`config.mk`:
```
export PLATFORM = sky130hd
export DESIGN_NAME = sync_fifo_flat
export DESIGN_NICKNAME = d
export VERILOG_FILES = /design/src/rtl/sync_fifo_if.sv /design/src/rtl/sync_fifo.sv /design/src/flat_wrapper.sv
export SDC_FILE = /design/constraint.sdc
export NUM_CORES = 1
export LEC_CHECK = 0
export BUFFER_PORTS_ARGS = -buffer_cell sky130_fd_sc_hd__buf_2
export CORE_UTILIZATION = 30
export CTS_CLUSTER_DIAMETER = 150
export CTS_CLUSTER_SIZE = 24
export DETAILED_ROUTE_END_ITERATION = 8
export PLACE_DENSITY_LB_ADDON = 0.05
export SYNTH_ARGS = -nofsm -noshare
export SYNTH_HDL_FRONTEND = slang
export SYNTH_SLANG_ARGS = --single-unit
```
`constraint.sdc`:
```
create_clock -name sys_clk -period 1.7 [get_ports sys_clk]
set_input_delay 0.255 -clock sys_clk [delete_from_list [all_inputs] [get_ports sys_clk]]
set_output_delay 0.255 -clock sys_clk [all_outputs]
set_load 0.02 [all_outputs]
```
`src/rtl/sync_fifo_if.sv`:
```
// sync_fifo_if: writer/reader handshake bundle for sync_fifo
interface sync_fifo_if #(
    parameter int DATA_W = 8,
    parameter int ADDR_W = 4
);
    logic              wrreq;
    logic [DATA_W-1:0] data;
    logic              rdreq;
    logic              err_clr;
    logic [DATA_W-1:0] q;
    logic              empty;
    logic              full;
    logic              almost_empty;
    logic              almost_full;
    logic [ADDR_W:0]   usedw;
    logic              ovf;
    logic              udf;

    modport master (
        output wrreq, data, rdreq, err_clr,
        input  q, empty, full, almost_empty, almost_full, usedw, ovf, udf
    );

    modport slave (
        input  wrreq, data, rdreq, err_clr,
        output q, empty, full, almost_empty, almost_full, usedw, ovf, udf
    );
endinterface

```
`src/rtl/sync_fifo.sv`:
```
// sync_fifo: single-clock register-array FIFO with registered count/flags,
// almost thresholds, optional show-ahead read and sticky ovf/udf flags.
module sync_fifo #(
    parameter int DATA_W    = 8,
    parameter int ADDR_W    = 4,
    parameter int AFULL_TH  = (1 << ADDR_W) - 2,
    parameter int AEMPTY_TH = 2,
    parameter int FWFT      = 0
) (
    input logic       sys_clk,
    input logic       sys_rst_n,
    sync_fifo_if.slave bus
);
    localparam int DEPTH = 1 << ADDR_W;
    localparam logic [ADDR_W:0] DEPTH_W = (ADDR_W + 1)'(DEPTH);
    localparam logic [ADDR_W:0] AF_W    = (ADDR_W + 1)'(AFULL_TH);
    localparam logic [ADDR_W:0] AE_W    = (ADDR_W + 1)'(AEMPTY_TH);

    logic [DATA_W-1:0] mem [DEPTH];
    logic [ADDR_W-1:0] wr_ptr, rd_ptr;
    logic [ADDR_W:0]   usedw, usedw_nxt;
    logic              empty, full, almost_empty, almost_full, ovf, udf;
    logic              wr_en, rd_en;

    assign wr_en = bus.wrreq & ~full;
    assign rd_en = bus.rdreq & ~empty;

    always_comb
        usedw_nxt = (wr_en && !rd_en) ? usedw + 1'b1 :
                    (rd_en && !wr_en) ? usedw - 1'b1 : usedw;

    always_ff @(posedge sys_clk or negedge sys_rst_n)
        if (!sys_rst_n) begin
            wr_ptr       <= '0;
            rd_ptr       <= '0;
            usedw        <= '0;
            empty        <= 1'b1;
            almost_empty <= 1'b1;
            full         <= 1'b0;
            almost_full  <= 1'b0;
            ovf          <= 1'b0;
            udf          <= 1'b0;
        end else begin
            if (wr_en) wr_ptr <= wr_ptr + 1'b1;
            if (rd_en) rd_ptr <= rd_ptr + 1'b1;
            usedw        <= usedw_nxt;
            empty        <= usedw_nxt == '0;
            full         <= usedw_nxt == DEPTH_W;
            almost_empty <= usedw_nxt <= AE_W;
            almost_full  <= usedw_nxt >= AF_W;
            // a new error on the same edge as err_clr keeps the flag set
            ovf          <= (bus.wrreq & full) | (ovf & ~bus.err_clr);
            udf          <= (bus.rdreq & empty) | (udf & ~bus.err_clr);
        end

    always_ff @(posedge sys_clk)
        if (wr_en) mem[wr_ptr] <= bus.data;

    generate
        if (FWFT != 0) begin : g_fwft
            assign bus.q = mem[rd_ptr];
        end else begin : g_norm
            logic [DATA_W-1:0] q_r;
            always_ff @(posedge sys_clk or negedge sys_rst_n)
                if (!sys_rst_n) q_r <= '0;
                else if (rd_en) q_r <= mem[rd_ptr];
            assign bus.q = q_r;
        end
    endgenerate

    assign bus.empty        = empty;
    assign bus.full         = full;
    assign bus.almost_empty = almost_empty;
    assign bus.almost_full  = almost_full;
    assign bus.usedw        = usedw;
    assign bus.ovf          = ovf;
    assign bus.udf          = udf;
endmodule

```
`src/flat_wrapper.sv`:
```
// flat-port wrapper written by rule: the top's interface ports become plain ports
module sync_fifo_flat 
#(
    parameter int DATA_W    = 8,
    parameter int ADDR_W    = 4,
    parameter int AFULL_TH  = (1 << ADDR_W) - 2,
    parameter int AEMPTY_TH = 2,
    parameter int FWFT      = 0
)
  (sys_clk, sys_rst_n, bus_wrreq, bus_data, bus_rdreq, bus_err_clr, bus_q, bus_empty, bus_full, bus_almost_empty, bus_almost_full, bus_usedw, bus_ovf, bus_udf);
  sync_fifo_if #(.DATA_W(DATA_W), .ADDR_W(ADDR_W)) bus_i ();
  input logic sys_clk;
  input logic sys_rst_n;
  input wire logic [$bits(bus_i.wrreq)-1:0] bus_wrreq;
  input wire logic [$bits(bus_i.data)-1:0] bus_data;
  input wire logic [$bits(bus_i.rdreq)-1:0] bus_rdreq;
  input wire logic [$bits(bus_i.err_clr)-1:0] bus_err_clr;
  output wire logic [$bits(bus_i.q)-1:0] bus_q;
  output wire logic [$bits(bus_i.empty)-1:0] bus_empty;
  output wire logic [$bits(bus_i.full)-1:0] bus_full;
  output wire logic [$bits(bus_i.almost_empty)-1:0] bus_almost_empty;
  output wire logic [$bits(bus_i.almost_full)-1:0] bus_almost_full;
  output wire logic [$bits(bus_i.usedw)-1:0] bus_usedw;
  output wire logic [$bits(bus_i.ovf)-1:0] bus_ovf;
  output wire logic [$bits(bus_i.udf)-1:0] bus_udf;
  assign bus_i.wrreq = bus_wrreq;
  assign bus_i.data = bus_data;
  assign bus_i.rdreq = bus_rdreq;
  assign bus_i.err_clr = bus_err_clr;
  assign bus_q = bus_i.q;
  assign bus_empty = bus_i.empty;
  assign bus_full = bus_i.full;
  assign bus_almost_empty = bus_i.almost_empty;
  assign bus_almost_full = bus_i.almost_full;
  assign bus_usedw = bus_i.usedw;
  assign bus_ovf = bus_i.ovf;
  assign bus_udf = bus_i.udf;
  sync_fifo #(.DATA_W(DATA_W), .ADDR_W(ADDR_W), .AFULL_TH(AFULL_TH), .AEMPTY_TH(AEMPTY_TH), .FWFT(FWFT)) u_core (.sys_clk(sys_clk), .sys_rst_n(sys_rst_n), .bus(bus_i));
endmodule
```
# Word-level counts from Yosys, hierarchy flattened
# Memories as Yosys holds them, arrays and structs flattened. A register that Yosys moved wholly into a read port is not among the register bits.
# Index checks and enable logic that the tools add are counted.
# Widths: inputs -> output; s select.
# classes
mux	4
n_reduce_logical	6
n_addsub	4
n_lt_le_gt_ge	2
bitwise	11
eq_ne	1
# op_table
operator	n
$mux 5	2
$add 4x1->4 const B	2
$and 1x1->1	6
$add 5x1->5 const B	1
$eq 5x5->1 const B	1
$ge 5x4->1 const B	1
$le 5x2->1 const B	1
$logic_not 5->1	1
$sub 5x1->5 const B	1
$logic_not 1->1	3
$not 1->1	3
$logic_and 1x1->1	2
$mux 1	2
$or 1x1->1	2
# word_totals
input_bits	13
reg_bits	19
memories	1
ramBits	128
# mem_list
name	depth	word_bits	read_ports	rd_clocked_by_memory_dff	wr	line	rtl
u_core.mem	16	8	1	1	1	sync_fifo.sv:19	logic [DATA_W-1:0] mem [DEPTH];

# Logic depth before layout (Yosys ltp)
# Gate-level depths: netlist of the first run.
# logic_depth
depth_word	7
ltp_mapped	7
ltp_nobuf	7

# Worst setup path before layout of the first run
# Ideal clock, no wire load.
# synth_timing
path_kind	flip-flop to flip-flop
start	register u_core.empty, in the netlist u_core.bus.empty
end	register u_core.almost_empty, in the netlist u_core.bus.almost_empty
stages_incl_launch_ff	7
arrival_ns	1.729
synth_period_minus_slack_ns	1.829
setup_time_ns	0.099
required_time_ns	1.601
path_slack_ns	-0.129
path_cell_list	dfstp_2 -> and2b_2 -> nor3_1 -> a31oi_4 -> xor2_2 -> inv_2 -> a2111oi_4
# synth_between
elab_chain_cells	6
# synth_rtl
item	line	rtl
from (decl)	sync_fifo.sv:22	logic empty, full, almost_empty, almost_full, ovf, udf;
from (signal assigned)	sync_fifo.sv:37	empty <= 1'b1;
from (signal assigned)	sync_fifo.sv:47	empty <= usedw_nxt == '0;
$not 1->1 *	sync_fifo.sv:26	assign rd_en = bus.rdreq & ~empty;
$and 1x1->1 *	sync_fifo.sv:26	
$logic_and 1x1->1 or $logic_not 1->1 (tied branches)	sync_fifo.sv:30, sync_fifo.sv:29	
$mux 5 or $logic_and 1x1->1 (tied branches)	sync_fifo.sv:30, sync_fifo.sv:29	
$mux 5 *	sync_fifo.sv:29	usedw_nxt = (wr_en && !rd_en) ? usedw + 1'b1 :
net u_core.usedw_nxt[4]	sync_fifo.sv:21	logic [ADDR_W:0] usedw, usedw_nxt;
$le 5x2->1 *	sync_fifo.sv:49	almost_empty <= usedw_nxt <= AE_W;
to (signal assigned)	sync_fifo.sv:38	almost_empty <= 1'b1;
to (signal assigned)	sync_fifo.sv:49	
to (decl)	sync_fifo.sv:22	
# The timed path passes the listed nets; every way through them passes the cells marked *.
# A chain may end at the register's enable or synchronous reset.

# Final worst setup path of the first run
# Ends and elaborated chain as after synthesis.

==> metrics.yaml, run 1 <==
clocking:
  cts-root-buf: "clkbuf_16"
  numCtsBuffers: 17
  clock-sinks: 155
  clockBufferDepth: 2
  cts_tree: "yes"
  clkLatencyLatePin_ps: 410
  clkTransAtPathRegs_ps: 60
  h-tree-depth: 4
floorplanning:
  die_x_um: 147.1
  die_y_um: 147.1
  num_rows: 52
  core_um2: 20430
  num_io_pins: 32
  die-area_um2: 21630
  initial_core_util: 0.3090
logic_synthesis:
  synth-edff-count: 128
  synth.avg_cell_area_um2: 15.78
  synth.cells.most_frequent: "128 x edfxtp_1, 64 x mux2i_1, 25 x dfrtp_1"
  synth_nets: 420
  synth_top_area_cell: "edfxtp_1"
  yosysMostFrequentCell: "edfxtp_1"
  ys_types: 39
  synth-seq-area-share: 0.7164
  synth_top_area_frac: 0.6089
  synth-seq-cells: 155
  syn_inst: 400
  netlist_area_um2: 6312
  synthFlopType: "edfxtp_1"
  yosysWarnings: 0
  async_flop_share: 0.1742
  synth_area_leaders: "edfxtp_1 61%, mux2i_1 10%, dfrtp_1 9.9%, o22ai_1 2.4%, nor4_1 1.9%"
timing:
  min_period_over_period: 0.9882
  finalHoldViolations: 0
  rsz0062_at_grt: "yes"
  setup_viol: 0
  maxSlewHeadroom: 0.5086
  drv_slew: 0
  tns_ps: 0
  worst_pin_slew_ps: 737.1
  hold_ws_ps: 28.08
  fmax_ghz: 0.5953
  clock_skew_ps: 8.901
  fin_crit_ps: 1680
route:
  dr.pass1.iters: 4
  vias: 3604
  antenna_left: 0
  wire_per_inst_um: 21.39
  drtIter0Drc: 174
  drt-total-wl_um: 16470
  viasPerCell: 4.681
  drc: 0
flow_run:
  cap_violations: 0
finish:
  antenna_cells: 0
  fin_nets: 507
  areaGrowthSynthToFinish_pct: 29.32
  utilization: 0.3996
  final_area_um2: 8163
  drive_above_1_share: 0.3260
global_route:
  grt-ovfl-total: 0
  antenna_found_initial: 0
  grtUsageTotal: 0.1609
  grt_start_max_net_pins: 28
  use_met2: 0.2524
  grt_use_met1: 0.2181
  grt_util_met3: 0.03168
  grt_pass1_vias: 3648
  grt.busiest_layer: "met2"
  grt_pass1_wl_um: 24420
worst_setup_path:
  arrival_ps: 2000
  critPathLaunchType: "register"
  slowest_delay_ps: 530
  path_cells: "and2b_4 -> nor2_4 -> a22oi_2 -> xnor2_4 -> a2111oi_4"
  crit_fanout: 5
  crit_type: "register to register"
  cp-end-kind: "register"
  crit_family: "flip-flops"
  worstPathRequired_ps: 2020
  slowest_stage: "dfstp_2"
  crit_buf_inv: 0
outcome:
  outcome: "finished clean"
placement:
  portBuffers: 31
  gp_congestion: 0.7523
  place_area_um2: 7283
  post-dp-hpwl_um: 11430
hold_path:
  hp-class: "input pin to register"
pwr:
  power.leakage_nw: 2.998
  powerDensity_nw_per_um2: 1761
  ir_drop_mv: 0.7501
  power_mw: 14.37
-- cell families after synthesis --
| family | after synthesis | synth area share |
|---|---|---|
| AOI/OAI and AO/OA | 45 | 0.05035 |
| and+or+nand+nor | 90 | 0.07691 |
| buffers and inverters | 28 | 0.02180 |
| DFF | 155 | 0.7164 |
| muxes | 65 | 0.1033 |
| adders and majority gates | 7 | 0.01387 |
| xor gates and xnor gates | 10 | 0.01744 |
-- metrics by stage --
step                      setup slack [ps]  cells
after floorplan                      7.217    400
after global placement              -155.4    731
after detailed placement            -128.0    731
after CTS                           -8.348    765
after global routing                -44.53    770
final                                20.13    770
-- cell usage in the layout (no fill, tap or decap), types with 16 or more instances in the layout --
| cell | Yosys | final |
|---|---|---|
| clkbuf_16 | 0 | 17 |
| mux2i_1 | 64 | 56 |
| nor2_1 | 19 | 18 |
| dfrtp_1 | 25 | 22 |
| buf_2 | 5 | 31 |
| o22ai_1 | 24 | 18 |
| buf_4 | 5 | 35 |
| buf_12 | 0 | 17 |
| and2_1 | 16 | 16 |
| edfxtp_1 | 128 | 128 |
-- path summary, 6_finish.rpt --
| path | startpoint | to | slack [ps] | cells after the start |
|---|---|---|---|---|
| worst max-delay path | u_core.bus.empty$_DFF_PN1_ | u_core.bus.almost_empty$_DFF_PN1_ | 20 | 5 |
| worst min-delay path | bus_err_clr | u_core.bus.ovf$_DFF_PN0_ | 30 | 2 |
| worst max register to register | u_core.bus.empty$_DFF_PN1_ | u_core.bus.almost_empty$_DFF_PN1_ | 20 | 5 |
| worst min register to register | u_core.bus.udf$_DFF_PN0_ | u_core.bus.udf$_DFF_PN0_ | 510 | 2 |
| max in group asynchronous | sys_rst_n | u_core.rd_ptr[0]$_DFFE_PN0P_ | 700 | 2 |
| min in group asynchronous | sys_rst_n | u_core.bus.usedw[4]$_DFF_PN0_ | 440 | 2 |
-- per-layer routing --
metal  wire length, um  part of all wire
met2              7703              0.47
met5                 0                 0
met1              7931              0.48
met3               461             0.028
met4               376             0.023
-- registers in the layout, summed over array words and instances, names as in the netlist --
register and cells:
u_core.mem 128, u_core.bus.q 8, u_core.bus.usedw 5, u_core.rd_ptr 4
u_core.wr_ptr 4, u_core.bus.almost_empty 1, u_core.bus.almost_full 1, u_core.bus.empty 1
u_core.bus.full 1, u_core.bus.ovf 1, u_core.bus.udf 1
-- power breakdown --
group,switching (mW),internal (mW)
logic,3.02,2.38
clock network,1.48,2.31
registers,0.429,4.76
-- layout make-up --
type | count | area, um^2
Sequential cell | 155 | 4528
Tap cell | 270 | 337.8
Clock inverter | 15 | 173.9
Inverter | 8 | 30.03
Timing Repair Buffer | 88 | 813.3
Fill cell | 1914 | 12270
Clock buffer | 17 | 425.4
Multi-Input combinational cell | 217 | 1854
-- repair_timing --
action | in CTS | in global routing
hold endpoints to repair | 25 | 0
gates resized for setup | 8 | 40
hold buffers | 1 | 0
endpoints found under the setup margin | 107 | 52
pin swaps | 1 | 11
buffers inserted | 1 | 5
Note: power is estimated with default switching activity, not from simulation.
==> run 2: changes to the inputs <==
--- a/config.mk
+++ b/config.mk
@@ -11,6 +11,7 @@
 export CTS_CLUSTER_SIZE = 24
 export DETAILED_ROUTE_END_ITERATION = 8
 export PLACE_DENSITY_LB_ADDON = 0.05
+export REMOVE_ABC_BUFFERS = 1
 export SYNTH_ARGS = -nofsm -noshare
 export SYNTH_HDL_FRONTEND = slang
 export SYNTH_SLANG_ARGS = --single-unit
==> run 2 against run 1 <==
Against the previous run: the flow now finishes with violations (setup timing); die area is the same; cell count is the same; setup slack lost 28 ps; clock-buffer cell count is the same; clock power shrank 8.2%; cell area shrank 1.9%; non-clock buffer count is the same; flip-flop and latch count is the same; hold slack lost 0.84 ps; register-to-register slack lost 30 ps; clock skew shrank 0.87 ps; sequential power is essentially flat; critical path type unchanged; critical endpoint unchanged; highest routed layer unchanged.
==> metrics.yaml, run 2 (synthesized netlist as in run 1, its figures left out) <==
worst_setup_path:
  crit_type: "register to register"
  critPathLaunchType: "register"
  r2r_cells: 5  # unchanged
  worstPathRequired_ps: 2020  # about the same
  slowest_stage: "dfstp_2"
  arrival_ps: 2030  # +30 ps
  crit_fanout: 5  # unchanged
  slowest_delay_ps: 530  # about the same
  crit_family: "flip-flops"
  path_depth: 5  # unchanged
  path_cells: "and2b_2 -> nor2_4 -> a22oi_2 -> xnor2_4 -> a2111oi_4"
  cp-end-kind: "register"
  crit_buf_inv: 0  # unchanged
finish:
  multi_input_area_um2: 1724  # -7.0%
  fill_cells: 1947  # +1.7%
  regMostFlops: "u_core.mem"
  layout_commonest_cell: "edfxtp_1"
  drive_above_1_share: 0.2860  # -0.04000
  final_area_um2: 8009  # -1.9%
  ff_latch_area_um2: 4526  # about the same
  areaGrowthSynthToFinish_pct: 26.88
  largest_reg_flops: 128  # unchanged
  antenna_cells: 0  # unchanged
  fin_nets: 507  # unchanged
  final_cell_mix: "128 x edfxtp_1, 62 x mux2i_1, 34 x buf_4, 31 x buf_2, 24 x dfrtp_1"
route:
  drt-total-wl_um: 15550  # -5.6%
  top_layer_used: "met4"
  dr_wl_met2_um: 7639  # -0.83%
  drtIter0Drc: 144  # -17%
  vias: 3599  # -0.14%
  drc: 0  # unchanged
  met3_length_um: 587  # +27%
  dr.pass1.iters: 4  # unchanged
  wire_per_inst_um: 20.20  # -5.6%
  antenna_left: 0  # unchanged
  viasPerCell: 4.674  # -0.14%
  wl_met1_um: 7086  # -11%
clocking:
  cts_tree: "yes"
  numCtsBuffers: 17  # unchanged
  clkLatencyLatePin_ps: 420  # about the same
  clockBufferDepth: 2  # unchanged
  h-tree-depth: 4  # unchanged
  clock-sinks: 155  # unchanged
  clkTransAtPathRegs_ps: 70  # about the same
  cts-root-buf: "clkbuf_16"
hold_path:
  holdPathStages: 2  # unchanged
  hp-class: "input pin to register"
flow_run:
  cap_violations: 0  # unchanged
placement:
  portBuffers: 31  # unchanged
  place_ws_ps: -141.1  # -13.07 ps
  post-dp-hpwl_um: 10810  # -5.4%
  gp_congestion: 0.7398  # -1.7%
  place_area_um2: 7267  # -0.22%
outcome:
  violations: "setup timing"
  outcome: "complete, but fails checks"
floorplanning:
  core_um2: 20430  # unchanged
  num_rows: 52  # unchanged
  die_x_um: 147.1  # unchanged
  num_io_pins: 32  # unchanged
  die-area_um2: 21630  # unchanged
  initial_core_util: 0.3090  # unchanged
  die_y_um: 147.1  # unchanged
timing:
  finalHoldViolations: 0  # unchanged
  drv_slew: 0  # unchanged
  min_period_over_period: 1.004  # +0.01630
  maxSlewHeadroom: 0.6234  # +0.1148
  worst_pin_slew_ps: 564.9  # -172.2 ps
  layout_setup_ws_ps: -7.587  # -27.72 ps
  setup_viol: 2  # +2
  fin_crit_ps: 1708  # +27.72 ps
  hold_ws_ps: 27.25  # -0.8355 ps
  fmax_ghz: 0.5856  # -1.6%
  clock_skew_ps: 8.034  # -0.8670 ps
  rsz0062_at_grt: "yes"
pwr:
  ir_drop_mv: 0.7556  # +0.73%
  power.leakage_nw: 2.978  # -0.68%
  powerDensity_nw_per_um2: 1711  # -2.8%
global_route:
  grtUsageTotal: 0.1502  # -0.01070
  grt_pass1_vias: 3648  # unchanged
  antenna_found_initial: 0  # unchanged
  grt_pass1_wl_um: 23040  # -5.7%
  grt-ovfl-total: 0  # unchanged
  grt_start_max_net_pins: 21  # -25%
[run 2: cell types whose count changed in the layout (fill, tap and decap cells not counted), sizes merged]
cell,delta
clkbuf,+1
buf,-1
clkinv,-4
inv,+6
clkinvlp,+1
bufinv,-3
[run 2: worst paths after layout]
check	from	endpoint	slack, ps
setup / recovery	u_core.bus.empty$_DFF_PN1_	u_core.bus.almost_empty$_DFF_PN1_	-8
hold / removal	bus_err_clr	u_core.bus.ovf$_DFF_PN0_	30
setup reg to reg	u_core.bus.empty$_DFF_PN1_	u_core.bus.almost_empty$_DFF_PN1_	-8
hold reg to reg	u_core.bus.udf$_DFF_PN0_	u_core.bus.udf$_DFF_PN0_	530
max in group asynchronous	sys_rst_n	u_core.rd_ptr[3]$_DFFE_PN0P_	920
min in group asynchronous	sys_rst_n	u_core.bus.ovf$_DFF_PN0_	290
[run 2: metrics by stage]
step | std cells | total power, mW | utilization | setup TNS, ps
2_1_floorplan | 380 | 7.775 | - | -16370
3_3_place_gp | 728 | 9.933 | 0.3557 | -327.8
3_5_place_dp | 728 | 9.970 | 0.3557 | -438.9
4_1_cts | 764 | 13.59 | 0.3859 | -3.893
5_1_grt | 770 | 14.37 | 0.3920 | -368.0
6_report | 770 | 13.70 | 0.3920 | -9.433
[run 2: cell type report]
| cell class | instances | area share |
|---|---|---|
| repair buffers | 88 | 0.1064 |
| clock inverters | 15 | 0.01422 |
| multi-input cells | 217 | 0.2153 |
| well taps | 270 | 0.04218 |
| flip-flops and latches | 155 | 0.5651 |
| inverters | 8 | 0.003749 |
| clock buffers | 17 | 0.05312 |
[run 2: metal layers]
layer  GRT usage  vias up
met1      0.1990     1821
met2      0.2413       58
met5           0        -
met3     0.03540        9
met4     0.05103        0
li1            -     1711
[run 2: timing repair]
action	CTS	global route
buffers inserted	3	5
pin swaps	6	2
gates resized for setup	10	12
gates cloned	0	1
setup endpoints to repair	4	71
hold endpoints to repair	13	0
hold buffers	1	0
[run 2: worst register-to-register path, delay by kind of cell (launching register included)]
kind            cells  cell delay (ps)
flops               1              530
xor+xnor            1              200
simple gates        2              430
compound gates      2              460
[run 2: where the power goes]
group / leakage (nW) / internal (mW) / switching (mW)
Combinational: 1.24 / 2.25 / 2.75
Clock: 0.259 / 1.89 / 1.59
Sequential: 1.47 / 4.75 / 0.467
==> run 3: changes to the inputs <==
--- a/config.mk
+++ b/config.mk
@@ -10,8 +10,9 @@
 export CTS_CLUSTER_DIAMETER = 150
 export CTS_CLUSTER_SIZE = 24
 export DETAILED_ROUTE_END_ITERATION = 8
-export PLACE_DENSITY_LB_ADDON = 0.05
+export PLACE_DENSITY_LB_ADDON = 0.08
 export REMOVE_ABC_BUFFERS = 1
+export SLEW_MARGIN = 25
 export SYNTH_ARGS = -nofsm -noshare
 export SYNTH_HDL_FRONTEND = slang
 export SYNTH_SLANG_ARGS = --single-unit
==> run 3 against run 2 <==
Against the previous run: the flow still finishes with violations (setup timing); setup slack got worse by 20 ps; power increased by 1.4%; critical path depth unchanged; flip-flop and latch count unchanged; fmax decreased by 1.2%.
==> metrics.yaml, run 3 (synthesized netlist as in run 1, its figures left out) <==
global_route:
  grt_pass1_wl_um: 23030  # about the same
  antenna_found_initial: 0  # unchanged
  grt-ovfl-total: 0  # unchanged
  grtUsageTotal: 0.1496  # -0.0005810
  grt_pass1_vias: 3648  # unchanged
  grt_start_max_net_pins: 28  # +33%
finish:
  instances_no_fill: 770  # unchanged
  final_cell_mix: "128 x edfxtp_1, 63 x mux2i_1, 34 x buf_4, 31 x buf_2"
  fin_nets: 507  # unchanged
  antenna_cells: 0  # unchanged
  largest_reg_flops: 128  # unchanged
  layout_commonest_cell: "edfxtp_1"
  regMostFlops: "u_core.mem"
  multi_input_area_um2: 1704  # -1.2%
  utilization: 0.3935  # +0.001470
  areaGrowthSynthToFinish_pct: 27.35
  fill_cells: 1927  # -1.0%
  drive_above_1_share: 0.2900  # +0.004000
  ff_latch_area_um2: 4526  # unchanged
flow_run:
  cap_violations: 0  # unchanged
floorplanning:
  initial_core_util: 0.3090  # unchanged
  die_y_um: 147.1  # unchanged
  num_rows: 52  # unchanged
  num_io_pins: 32  # unchanged
  die_x_um: 147.1  # unchanged
  die-area_um2: 21630  # unchanged
  core_um2: 20430  # unchanged
timing:
  fmax_ghz: 0.5788  # -1.2%
  layout_setup_ws_ps: -27.72  # -20.14 ps
  min_period_over_period: 1.016  # +0.01185
  finalHoldViolations: 0  # unchanged
  rsz0062_at_grt: "yes"
  maxSlewHeadroom: 0.5318  # -0.09157
  drv_slew: 0  # unchanged
  worst_pin_slew_ps: 702.2  # +137.4 ps
  setup_viol: 2  # unchanged
  fin_crit_ps: 1728  # +20.14 ps
  clock_skew_ps: 6.935  # -1.099 ps
placement:
  gp_congestion: 0.7566  # +2.3%
  post-dp-hpwl_um: 10270  # -5.0%
  dpl.cell_count: 736  # +1.1%
  place_ws_ps: -70.57  # +70.52 ps
  portBuffers: 31  # unchanged
clocking:
  numCtsBuffers: 17  # unchanged
  clkLatencyLatePin_ps: 420  # about the same
  cts_tree: "yes"
  clockBufferDepth: 2  # unchanged
  h-tree-depth: 4  # unchanged
  clock-sinks: 155  # unchanged
  clkTransAtPathRegs_ps: 60  # about the same
  cts-root-buf: "clkbuf_16"
route:
  wire_per_inst_um: 19.65  # -2.7%
  viasPerCell: 4.631  # -0.92%
  vias: 3566  # -0.92%
  drtIter0Drc: 197  # +37%
  drc: 0  # unchanged
  drt-total-wl_um: 15130  # -2.7%
  dr.pass1.iters: 4  # unchanged
  antenna_left: 0  # unchanged
worst_setup_path:
  cp-end-kind: "register"
  reg2reg_slack_ps: -30  # -20 ps
  timing.rr.end: "u_core.bus.empty$_DFF_PN1_"
  crit_start: "u_core.bus.empty$_DFF_PN1_"
  arrival_ps: 2040  # about the same
  crit_fanout: 6  # +1
  slowest_stage: "dfstp_2"
  critPathLaunchType: "register"
  crit_type: "register to register"
  reg2reg_from: "u_core.bus.empty$_DFF_PN1_"
  worstPathRequired_ps: 2010  # about the same
  path_cells: "and2b_2 -> nor2_4 -> a22oi_2 -> xnor2_2 -> nor4_1"
  slowest_delay_ps: 520  # about the same
  r2r_cells: 5  # unchanged
hold_path:
  hold_path_end: "u_core.bus.ovf$_DFF_PN0_"
  min_from: "bus_err_clr"
  hp-class: "input pin to register"
  holdPathStages: 2  # unchanged
outcome:
  violations: "setup timing"
  outcome: "complete, but fails checks"
pwr:
  power_mw: 13.90  # +1.4%
  ir_drop_mv: 0.7089  # -6.2%
  powerDensity_nw_per_um2: 1729  # +1.1%
  power.leakage_nw: 2.993  # +0.52%
## run 3: cell type report
type                       count  area share
clock inverter                15     0.02039
inverter                       8    0.003735
timing repair buffer          88      0.1060
sequential                   155      0.5630
tap                          270     0.04202
multi-input combinational    217      0.2120
clock buffer                  17     0.05292
## run 3: per-layer routing
| metal | GRT usage | vias to the layer above | wire [um] |
|---|---|---|---|
| met5 | 0 | - | 0 |
| met2 | 0.2389 | 56 | 7168 |
| met3 | 0.03199 | 8 | 564 |
| met4 | 0.04948 | 0 | 141 |
| li1 | - | 1707 | - |
| met1 | 0.2021 | 1795 | 7259 |
## run 3: how the worst max path moves through the flow
stage          slack [ps]                                end  cells after the start
3_3_place_gp          -50  u_core.bus.almost_empty$_DFF_PN1_                      7
3_5_place_dp          -70  u_core.bus.almost_empty$_DFF_PN1_                      7
4_1_cts               -40  u_core.bus.almost_empty$_DFF_PN1_                      7
5_1_grt              -110         u_core.bus.empty$_DFF_PN1_                      5
6_report              -30         u_core.bus.empty$_DFF_PN1_                      5
2_1_floorplan       -1350        u_core.bus.q[0]$_DFFE_PN0P_                      4
## run 3: per-stage QoR
stage,area (um^2),hold slack [ps],TNS (ps)
floorplan,6205,-40.59,-16370
global placement,7377,352.1,-135.2
detailed placement,7377,354.2,-169.5
CTS,8008,8.858,-58.48
global route,8039,14.41,-344.5
finish,8039,21.70,-31.52
## run 3: critical path, delay by kind of cell, from the launching register on
family,cells,cell delay [ps]
compound gates,1,120
xor+xnor,1,200
flops,1,520
simple gates,3,770
## run 3: report_power, final
group | leakage, nW | internal (mW) | switching (mW) | total [mW]
Combinational | 1.24 | 2.30 | 2.78 | 5.08
Sequential | 1.47 | 4.75 | 0.351 | 5.10
Clock | 0.283 | 2.07 | 1.65 | 3.72
## run 3: timing repair
action,in CTS,in global routing
buffers inserted,1,0
gates resized for setup,5,8
hold endpoints to repair,25,0
hold buffers,1,0
endpoints found under the setup margin,4,81
pin swaps,2,1
